### src/rtl/mem_stage_pkg.sv
// Shared op codes, FSM states and op-decoding helpers for the memory stage.
package mem_stage_pkg;

  localparam logic [3:0] OP_NONE = 4'd0;
  localparam logic [3:0] OP_LB   = 4'd1;
  localparam logic [3:0] OP_LH   = 4'd2;
  localparam logic [3:0] OP_LW   = 4'd3;
  localparam logic [3:0] OP_LBU  = 4'd4;
  localparam logic [3:0] OP_LHU  = 4'd5;
  localparam logic [3:0] OP_SB   = 4'd6;
  localparam logic [3:0] OP_SH   = 4'd7;
  localparam logic [3:0] OP_SW   = 4'd8;

  typedef enum logic [1:0] {
    S_IDLE   = 2'd0,
    S_ACCESS = 2'd1,
    S_DONE   = 2'd2
  } state_e;

  function automatic logic op_is_load(input logic [3:0] op);
    return (op >= OP_LB) && (op <= OP_LHU);
  endfunction

  function automatic logic op_is_store(input logic [3:0] op);
    return (op >= OP_SB) && (op <= OP_SW);
  endfunction

  // Bytes moved by the op; 0 for anything that is not a memory access.
  function automatic logic [2:0] op_size(input logic [3:0] op);
    case (op)
      OP_LB, OP_LBU, OP_SB: return 3'd1;
      OP_LH, OP_LHU, OP_SH: return 3'd2;
      OP_LW, OP_SW:         return 3'd4;
      default:              return 3'd0;
    endcase
  endfunction

endpackage

### src/rtl/mem_load_ext.sv
// Sign/zero extension of the assembled load buffer according to the load op.
module mem_load_ext
  import mem_stage_pkg::*;
(
  input  logic [3:0]  op,
  input  logic [31:0] buffer,
  output logic [31:0] value
);

  // Pick the extension; LW and anything else pass the buffer unchanged.
  always_comb begin
    value = buffer;
    case (op)
      OP_LB:   value = {{24{buffer[7]}}, buffer[7:0]};
      OP_LH:   value = {{16{buffer[15]}}, buffer[15:0]};
      OP_LBU:  value = {24'b0, buffer[7:0]};
      OP_LHU:  value = {16'b0, buffer[15:0]};
      default: value = buffer;
    endcase
  end

endmodule

### src/rtl/mem_stage.sv
// MEM pipeline stage: pass-through for ALU ops, byte-serial loads/stores
// over the shared 8-bit RAM port, stalling the front of the pipe meanwhile.
module mem_stage
  import mem_stage_pkg::*;
#(
  parameter int ADDR_W    = 32,
  parameter int MAX_BYTES = 4
) (
  input  logic              clk,
  input  logic              rst,
  input  logic              rdy,
  input  logic [4:0]        ex_rd,
  input  logic [ADDR_W-1:0] ex_vd,
  input  logic              ex_w_enable,
  input  logic [3:0]        ex_mem_op,
  input  logic [ADDR_W-1:0] ex_mem_addr,
  input  logic [ADDR_W-1:0] ex_store_data,
  output logic              mem_req,
  input  logic              mem_grant,
  output logic [ADDR_W-1:0] ram_a,
  output logic              ram_wr,
  output logic [7:0]        ram_dout,
  input  logic [7:0]        ram_din,
  output logic [4:0]        mem_rd,
  output logic [ADDR_W-1:0] mem_vd,
  output logic              mem_w_enable,
  output logic              stall_req
);

  state_e                 state, state_nx;
  logic [2:0]             idx, idx_nx;
  logic [8*MAX_BYTES-1:0] buffer, buffer_nx;
  logic                   is_load, is_store, is_mem;
  logic [2:0]             nbytes;
  logic [1:0]             cap_sel;
  logic [ADDR_W-1:0]      byte_addr;
  logic [ADDR_W-1:0]      ext_value;

  assign is_load   = op_is_load(ex_mem_op);
  assign is_store  = op_is_store(ex_mem_op);
  assign is_mem    = is_load | is_store;
  assign nbytes    = op_size(ex_mem_op);
  assign byte_addr = ex_mem_addr + ADDR_W'(idx);
  // RAM data lags its address by a cycle, so the byte arriving now belongs
  // to the previous index.
  assign cap_sel   = 2'(idx - 3'd1);

  mem_load_ext u_ext (
    .op     (ex_mem_op),
    .buffer (buffer),
    .value  (ext_value)
  );

  // State, byte index and load buffer; all frozen while rdy is low.
  always_ff @(posedge clk or posedge rst) begin
    if (rst) begin
      state  <= S_IDLE;
      idx    <= '0;
      buffer <= '0;
    end else begin
      state  <= state_nx;
      idx    <= idx_nx;
      buffer <= buffer_nx;
    end
  end

  // Next-state: wait for grant, walk the bytes, one DONE cycle, back to IDLE.
  always_comb begin
    state_nx  = state;
    idx_nx    = idx;
    buffer_nx = buffer;
    if (rdy) begin
      case (state)
        S_IDLE: begin
          if (is_mem && mem_grant) begin
            state_nx  = S_ACCESS;
            idx_nx    = '0;
            buffer_nx = '0;
          end
        end
        S_ACCESS: begin
          if (is_store) begin
            if (idx == nbytes - 3'd1) begin
              state_nx = S_DONE;
              idx_nx   = '0;
            end else begin
              idx_nx = idx + 3'd1;
            end
          end else begin
            if (idx != 3'd0) buffer_nx[{cap_sel, 3'b000} +: 8] = ram_din;
            // Loads need one extra cycle to catch the last byte.
            if (idx == nbytes) begin
              state_nx = S_DONE;
              idx_nx   = '0;
            end else begin
              idx_nx = idx + 3'd1;
            end
          end
        end
        S_DONE:  state_nx = S_IDLE;
        default: state_nx = S_IDLE;
      endcase
    end
  end

  // Output muxing; everything is forced low while reset is asserted.
  always_comb begin
    mem_req      = 1'b0;
    stall_req    = 1'b0;
    ram_a        = '0;
    ram_wr       = 1'b0;
    ram_dout     = '0;
    mem_rd       = '0;
    mem_vd       = '0;
    mem_w_enable = 1'b0;
    if (!rst) begin
      case (state)
        S_IDLE: begin
          if (is_mem) begin
            mem_req   = 1'b1;
            stall_req = 1'b1;
          end else begin
            mem_rd       = ex_rd;
            mem_vd       = ex_vd;
            mem_w_enable = ex_w_enable;
          end
        end
        S_ACCESS: begin
          mem_req   = 1'b1;
          stall_req = 1'b1;
          if (is_store) begin
            ram_a    = byte_addr;
            ram_wr   = rdy;
            ram_dout = ex_store_data[{idx[1:0], 3'b000} +: 8];
          end else if (idx < nbytes) begin
            ram_a = byte_addr;
          end
        end
        S_DONE: begin
          mem_rd = ex_rd;
          if (is_load) begin
            mem_vd       = ext_value;
            mem_w_enable = ex_w_enable;
          end
        end
        default: ;
      endcase
    end
  end

endmodule
### config.mk
export PLATFORM = sky130hd
export DESIGN_NAME = mem_stage
export DESIGN_NICKNAME = d
export VERILOG_FILES = /design/src/rtl/mem_stage_pkg.sv /design/src/rtl/mem_load_ext.sv /design/src/rtl/mem_stage.sv
export SDC_FILE = /design/constraint.sdc
export NUM_CORES = 1
export LEC_CHECK = 0
export CAP_MARGIN = 20
export CORE_MARGIN = 2
export CORE_UTILIZATION = 39
export CTS_CLUSTER_DIAMETER = 100
export DETAILED_ROUTE_END_ITERATION = 8
export MAX_ROUTING_LAYER = met4
export PLACE_DENSITY = 0.75
export SYNTH_ARGS = -nofsm -noshare
export SYNTH_HDL_FRONTEND = slang
export SYNTH_SLANG_ARGS = --single-unit
### constraint.sdc
create_clock -name clk -period 8.9 [get_ports clk]
set_input_delay 1.78 -clock clk [delete_from_list [all_inputs] [get_ports clk]]
set_output_delay 1.78 -clock clk [all_outputs]
set_load 0.05 [all_outputs]
* Yosys cells after proc, flatten, opt, wreduce, memory -nomap -nowiden *
Memory sizes are Yosys's and may differ from the RTL's.
Index checks and enable logic that the tools add are counted.

word-level totals
  register bits after elaboration = 37
  bits in read-only memories = 48
  bits of input ports = 118
  output and inout bits = 81
  logic and storage cells = 80
  memories kept = 1

cells by class
  add/subtract/negate cells = 5
  order comparisons = 5
  eq/ne operators = 13
  shifts and indexed selects = 3
  multiplexer cells = 40
  bitwise logic cells = 1
  reduce and logical (&&, ||, !) cells = 9

memory list
  memory            depth  bits a word  rd ports  clocked after Yosys merged registers in  write ports  RTL line             RTL
  (name not given)  16     3            1         0                                        0            mem_stage_pkg.sv:30  case (op)

operators with widths
  cell                                                               number
  two-way mux 32 bit                                                 10
  case mux 32 bit (2 select lines)                                   2
  case mux 32 bit (4 select lines)                                   1
  adder 32 x 3 -> 32 bit                                             1
  bitwise mux 32 bit                                                 1
  variable shift 8 x 7 -> 32 bit, first input constant               1
  variable part select 32 x 6 -> 8 bit                               1
  variable part select 8 x 7 -> 32 bit                               1
  two-way mux 8 bit                                                  3
  two-way mux 3 bit                                                  4
  two-way mux 5 bit                                                  2
  case mux 5 bit (2 select lines)                                    1
  == test 4 x 3 -> 1 bit, second input constant                      2
  two-way mux 1 bit                                                  8
  two-way mux 2 bit                                                  4
  negation 5 -> 7 bit                                                1
  == test 3 bit                                                      2
  inequality test 2 bit, second input constant                       3
  inequality test 3 bit, second input constant                       2
  case mux 3 bit (2 select lines)                                    1
  AND reduction 5 bit                                                1
  == test 4 x 1 -> 1 bit, second input constant                      1
  == test 4 x 2 -> 1 bit, second input constant                      1
  greater-or-equal comparator 4 x 1 -> 1 bit, second input constant  1
  18 further kinds                                                   21

* Depth between registers and ports, before layout *
Gate-level depths: netlist of the first run.

  depth in word-level cells = 7
  mapped depth = 11
  mapped depth without buffers = 9

* Hierarchy *
From an unflattened synthesis of the first run, not the netlist that was laid out.

unflattened totals
  cells, all modules = 510
  area, all modules = 4023.9 um^2

modules (own cells, without submodules)
  module        times used  cells each  area an instance (um^2)  seq. area each (um^2)
  mem_stage     1           461         3627.2                   925.9
  mem_load_ext  1           49          396.6                    0.0

* Least setup slack after synthesis of the first run *
OpenSTA, ideal clock, no wires.

  path kind = input -> output
  from = input ex_mem_op[3]
  to = output ram_a[2]
  arrival = 4475 ps
  data required time = 7120 ps
  slack = 2645 ps
  stages = 8
  path buffers = 1
  path through = clkbuf_1 -> or3b_2 -> a21o_1 -> ha_1 -> a21o_1 -> a31oi_1 -> o21ai_1 -> nor3_1

on the way
  word-level cells in the longest chain between the ends = 6
  elaborated cells between the ends (all ways) = 9
  those cells by class = order compare (3); mux (4); reduce/logical (1); memory (1)

RTL lines
  item                        RTL line          RTL
  start, declared             mem_stage.sv:15   input logic [3:0] ex_mem_op,
  memory read (16 x 3 bit)    --
  less-than comparator 3 bit  mem_stage.sv:135  end else if (idx < nbytes) begin
  two-way mux 32 bit          mem_stage.sv:135
  two-way mux 32 bit (*)      mem_stage.sv:131  if (is_store) begin
  two-way mux 32 bit (*)      mem_stage.sv:117  case (state)
  two-way mux 32 bit (*)      mem_stage.sv:116  if (!rst) begin
  end, declared               mem_stage.sv:20   output logic [ADDR_W-1:0] ram_a,

Every way passes the cells marked *; elsewhere a longest branch is shown, timed or not.

* Final worst setup path of the first run *
  from = input ex_mem_op[0]
  to = output ram_a[2]

Same word-level chain as after synthesis.

==> results.sh, run 1 <==
export IMPL_crit_chain="clkdlybuf4s50_1 > or3b_2 > a21o_1 > ha_1 > a21o_1 > a31oi_1 > o21ai_2 > buf_8 > nor3_1 > clkdlybuf4s50_1"
export IMPL_synthAdderAreaFrac=0.0375
export IMPL_die_height_um=104
export IMPL_cts_sinks=37
export IMPL_cp_arrival_ns=5.47
export IMPL_clkLatencyLatePin_ns=0.29
export IMPL_netSwitchingFraction=0.490
export IMPL_drt_wl_total_um=13800
export IMPL_vias=4483
export IMPL_netlist_top_cells_area="dfrtp_1, nand2_1, mux2i_1"
export IMPL_die_w_um=104
export IMPL_antenna_found_initial=0
export IMPL_cts_hold_buffers=0
export IMPL_synth_compound_area_frac=0.167
export IMPL_p_switching_uw=519
export IMPL_antenna_cells_inserted=0
export IMPL_synth_top_area_frac=0.239
export IMPL_drc=0
export IMPL_final_min_clock_period_ns=7.25
export IMPL_synthArstFlopShare=1.00
export IMPL_synth_edf_count=0
export IMPL_cp_buffers_inverters=3
export IMPL_h_tree_depth=2
export IMPL_holdWs_ns=0.514
export IMPL_port_buffers=198
export IMPL_area_delta_synth_final_pct=57.2
export IMPL_clk_pin_slew_ns=0.07
export IMPL_cp_max_fo=21
export IMPL_synth_top_area_cell="dfrtp_1"
export IMPL_synth_mux_area_frac=0.116
export IMPL_grt_pass1_vias=4482
export IMPL_fillers=871
export IMPL_synth_top_family_by_area="simple AND/OR/NAND/NOR gates"
export IMPL_fin_skew_ns=0.00559
export IMPL_cts_tree="built"
export IMPL_rsz0062_at_grt="no"
export IMPL_netlist_area_sq_um=3870
export IMPL_setup_violations_final=0
export IMPL_drive_gt1_frac=0.0543
export IMPL_ios=199
export IMPL_critical_path_top_delay_family="buffers and inverters"
export IMPL_syn_nets=645
export IMPL_wl_per_cell_um=16.6
export IMPL_clockBufferDepth=2
export IMPL_clockPowerShare=0.112
export IMPL_layout_common_cells="clkdlybuf4s50_1, nand2_1, nor2_1"
export IMPL_power_density_nw_per_um2=174
export IMPL_drv_slew=0
export IMPL_cpPeakStageDelay_ns=0.85
export IMPL_grt_max_degree=26
export IMPL_p_int_uw=540
export IMPL_viasPerCell=5.38
export IMPL_initial_core_util=0.398
export IMPL_dp_final_hpwl_um=11000
export IMPL_first_iter_violations=231
export IMPL_final_common_cell="clkdlybuf4s50_1"
export IMPL_grt_pass1_wl_um=22100
export IMPL_maxCapViolCount=0
export IMPL_cts_buffers=5
export IMPL_p_leak_uw=0.00230
export IMPL_pwr_share_comb=0.662
export IMPL_path_class="in2out"
export IMPL_rows=36
export IMPL_cp_depth=10
export IMPL_rr_worst_depth=7
export IMPL_ys_seq_elements=37
export IMPL_clockRootBuffer="clkbuf_8"
export IMPL_pwr_share_seq=0.226
export IMPL_hp_class="reg2reg"
export IMPL_synth_xor_area_share=0.0655
export IMPL_hold_violations=0
export IMPL_ctsResizeCount=0
export IMPL_fin_tns_setup_ns=0
export IMPL_critPathSlowestCell="clkdlybuf4s50_1"
export IMPL_status="complete, no violations"
export IMPL_gp_congestion=0.856
export IMPL_tightest_slew_ns=0.869
export IMPL_vdd_drop_max_mv=0.0918
export IMPL_synth_cells=516
export IMPL_grt_overflow=0
export IMPL_critPathLaunchType="input port"
export IMPL_crit_path_end_kind="output port"
export IMPL_yosysWarnings=0
export IMPL_cts_setup_buffers=0
export IMPL_postRouteAntennaNets=0
export IMPL_track_usage=0.256
export IMPL_synth_cell_types=59
export IMPL_synth_simple_area_share=0.307
export IMPL_hold_depth=1
export IMPL_yosysSeqAreaShare=0.239
export IMPL_worstPathRequired_ns=7.12
export IMPL_ys_flop_type="dfrtp_1"
export IMPL_nNetsFinal=829
export IMPL_max_freq_mhz=138
export IMPL_relSlewSlack=0.419
export IMPL_die_area_sq_um=10700
export IMPL_avgSynthCellArea_sq_um=7.51
export IMPL_coreArea_sq_um=9730
export IMPL_dr_pass1_iters=5
export IMPL_reg2reg_slack_ns=6.18
export IMPL_post_route_period_util=0.814
## registers in the layout, summed over array words and instances, names as in the netlist
| register | cells |
|---|---|
| state | 2 |
| idx | 3 |
| buffer | 32 |
## per-layer routing
layer / global-route usage / share of wire / wire (um)
met5: - / 0 / 0
met4: 0.0627 / 0.012 / 169
met3: 0.0453 / 0.068 / 933
met2: 0.453 / 0.50 / 6950
met1: 0.303 / 0.42 / 5750
## power groups by stage
stage	combinational, uW	clock [uW]	sequential, uW
detailed placement	696	0	243
finish	701	119	240
global placement	676	0	241
CTS	701	121	240
global route	748	126	246
floorplan	484	0	217
## path summary, 6_finish.rpt
kind | end | start
setup / recovery | ram_a[2] | ex_mem_op[0]
hold / removal | buffer[3] | buffer[3]
setup reg to reg | buffer[18] | idx[1]
hold reg to reg | buffer[3] | buffer[3]
max in group asynchronous | buffer[3] | rst
min in group asynchronous | idx[2] | rst
## through the flow
stage | instances | worst slack, ns | area [sq um] | total power (uW) | utilization
2_1_floorplan | 516 | 2.64 | 3870 | 702 | -
3_3_place_gp | 821 | 1.62 | 5950 | 917 | 0.611
3_5_place_dp | 825 | 1.68 | 6000 | 939 | 0.617
4_1_cts | 832 | 1.68 | 6090 | 1060 | 0.626
5_1_grt | 833 | 1.48 | 6090 | 1120 | 0.626
6_report | 833 | 1.65 | 6090 | 1060 | 0.626
## worst register-to-register path: stages (launching register included)
cell     delay [ns]
dfrtp_1        0.70
inv_1          0.26
ha_1           0.25
nor2b_1        0.13
nor3_1         0.37
nand2_1        0.14
a21oi_2        0.51
mux2i_1        0.27
## layout make-up
| type | instances | area [sq um] | share of cell area |
|---|---|---|---|
| Tap cell | 133 | 166 | 0.0273 |
| Sequential cell | 37 | 926 | 0.152 |
| Timing Repair Buffer | 208 | 2080 | 0.341 |
| Inverter | 37 | 139 | 0.0228 |
| Multi-Input combinational cell | 411 | 2700 | 0.443 |
| Clock buffer | 7 | 86.3 | 0.0142 |
## logic make-up (layout without fill, tap and decap cells)
kind of cell | Yosys count | after routing
compound gates | 88 | 88
xor+xnor | 29 | 29
fa+ha+maj | 11 | 11
buf+inv | 68 | 252
flops | 37 | 37
mux | 35 | 35
simple gates | 248 | 248
## synth_stat cells, drive strengths merged, types with 2 or more instances
library cell,count
or4,3
and2,18
ha,10
and3,14
clkbuf,26
or4b,2
nand4,10
a211oi,2
nand2b,2
a21o,14
a22oi,8
a22o,7
nor2,72
buf,5
xor2,15
o31a,8
or3,6
or2,3
o21ai,8
xnor2,14
nor4b,2
and4,2
mux2i,27
or3b,2
mux4,8
o31ai,10
inv,37
nor2b,4
nand3,10
nand2,79
dfrtp,37
nor3,9
a21oi,18
nor4,7
Power figures use the tool's default switching activity.
==> run 2, diff against run 1 <==
CORE_UTILIZATION = 37   (was 39)
PLACE_DENSITY = 0.74   (was 0.75)
clock period = 6.6 ns   (was 8.9 ns; I/O delays follow)
==> results.sh, run 2 (synthesis results as in run 1) <==
export IMPL_pre_cts_ws_ns=0.591
export IMPL_rsz0062_at_grt="no"
export IMPL_drt_wl_total_um=13400
export IMPL_drv_slew=0
export IMPL_ctsResizeCount=0
export IMPL_clockRootBuffer="clkbuf_8"
export IMPL_status="complete, no violations"
export IMPL_rows=37
export IMPL_placed_cells=833
export IMPL_setup_violations_final=0
export IMPL_vdd_drop_max_mv=0.114
export IMPL_tightest_slew_ns=0.741
export IMPL_fin_skew_ns=0.00742
export IMPL_p_switching_uw=704
export IMPL_final_min_clock_period_ns=6.05
export IMPL_hold_violations=0
export IMPL_path_class="in2out"
export IMPL_dr_pass1_iters=7
export IMPL_maxCapViolCount=0
export IMPL_first_iter_violations=319
export IMPL_cts_setup_buffers=0
export IMPL_p_int_uw=792
export IMPL_area_delta_synth_final_pct=58.9
export IMPL_gp_congestion=0.882
export IMPL_crit_path_end_kind="output port"
export IMPL_nNetsFinal=835
export IMPL_ios=199
export IMPL_largest_register="buffer"
export IMPL_clockPowerShare=0.160
export IMPL_post_route_period_util=0.916
export IMPL_worstPathRequired_ns=5.28
export IMPL_max_freq_mhz=165
export IMPL_critPathLaunchType="input port"
export IMPL_placed_cell_area_sq_um=6010
export IMPL_antenna_found_initial=0
export IMPL_antenna_cells_inserted=0
export IMPL_die_w_um=106
export IMPL_postRouteAntennaNets=0
export IMPL_grt_pass1_wl_um=21000
export IMPL_clockBufferDepth=2
export IMPL_largest_reg_flops=32
export IMPL_h_tree_depth=2
export IMPL_drive_gt1_frac=0.0750
export IMPL_die_height_um=106
export IMPL_pwr_share_comb=0.625
export IMPL_power_density_nw_per_um2=243
export IMPL_post_layout_nonfiller_instances=843
export IMPL_vias=4497
export IMPL_cts_tree="built"
export IMPL_coreArea_sq_um=10200
export IMPL_dp_final_hpwl_um=10700
export IMPL_final_common_cell="clkdlybuf4s50_1"
export IMPL_cts_sinks=37
export IMPL_cp_max_fo=8
export IMPL_wl_per_cell_um=15.9
export IMPL_fin_tns_setup_ns=0
export IMPL_die_area_sq_um=11300
export IMPL_cts_buffers=5
export IMPL_largestRegisters="buffer: 32 flops, idx: 3 flops, state: 2 flops"
export IMPL_netSwitchingFraction=0.471
export IMPL_layout_common_cells="clkdlybuf4s50_1, nand2_1, nor2_1"
export IMPL_initial_core_util=0.379
export IMPL_grt_pass1_vias=4389
export IMPL_final_area_sq_um=6160
export IMPL_holdWs_ns=0.521
export IMPL_relSlewSlack=0.506
export IMPL_clkLatencyLatePin_ns=0.29
export IMPL_drc=0
export IMPL_cts_hold_buffers=0
export IMPL_hp_class="reg2reg"
export IMPL_cp_arrival_ns=4.73
export IMPL_pwr_share_seq=0.215
export IMPL_grt_max_degree=34
export IMPL_p_leak_uw=0.00236
export IMPL_port_buffers=198
export IMPL_viasPerCell=5.33
export IMPL_worst_slack_ns=0.552
export IMPL_clk_pin_slew_ns=0.07
export IMPL_track_usage=0.235
export IMPL_grt_overflow=0
## run 2: changes by cell type in the layout (fill, tap and decap cells not counted), sizes merged
| cell | previous run | this run |
|---|---|---|
| clkdlybuf4s18 | 1 | 0 |
| bufinv | 0 | 2 |
| buf | 7 | 22 |
| clkdlybuf4s50 | 198 | 192 |
| clkbuf | 8 | 5 |
| clkdlybuf4s15 | 1 | 0 |
| inv | 37 | 38 |
## run 2: cell type report
type                       count  area [sq um]
multi-input combinational    411          2700
clock inverter                 3          68.8
timing repair buffer         214          2080
tap                          136           170
sequential                    37           926
fill                         918          4070
clock buffer                   5          68.8
inverter                      37           139
## run 2: final timing paths
path / slack (ns) / depth (start not counted) / end / from
max in group asynchronous: 4.24 / 4 / buffer[16] / rst
worst min register to register: 0.52 / 1 / buffer[5] / buffer[5]
worst max register to register: 3.82 / 7 / buffer[23] / idx[1]
worst min-delay path: 0.52 / 1 / buffer[5] / buffer[5]
min in group asynchronous: 1.60 / 3 / buffer[17] / rst
worst max-delay path: 0.55 / 7 / ram_a[31] / ex_mem_addr[11]
## run 2: power by group through the flow
stage | sequential, uW | combinational (uW) | clock [uW]
after floorplan | 293 | 653 | 0
after global placement | 324 | 916 | 0
after detailed placement | 326 | 933 | 0
after CTS | 322 | 935 | 242
after global routing | 329 | 1010 | 253
final | 322 | 934 | 239
## run 2: critical path: stages
cell and delay (ns):
clkdlybuf4s50_1 0.57, nand4_2 0.19, or4_1 0.65, or4_1 0.63
or3_1 0.38, a21oi_1 0.16, clkdlybuf4s50_1 0.83
## run 2: routing by layer
layer | GRT usage | share of wire | routed length (um) | up-vias
li1 | - | - | - | 2171
met3 | 0.0386 | 0.067 | 897 | 18
met2 | 0.423 | 0.50 | 6680 | 165
met5 | - | 0 | 0 | -
met1 | 0.279 | 0.42 | 5590 | 2143
met4 | 0.0432 | 0.015 | 202 | 0
## run 2: stage by stage
step / util / total power [uW]
6_report: 0.602 / 1500
5_1_grt: 0.602 / 1590
4_1_cts: 0.601 / 1500
3_5_place_dp: 0.587 / 1260
3_3_place_gp: 0.587 / 1240
2_1_floorplan: - / 946
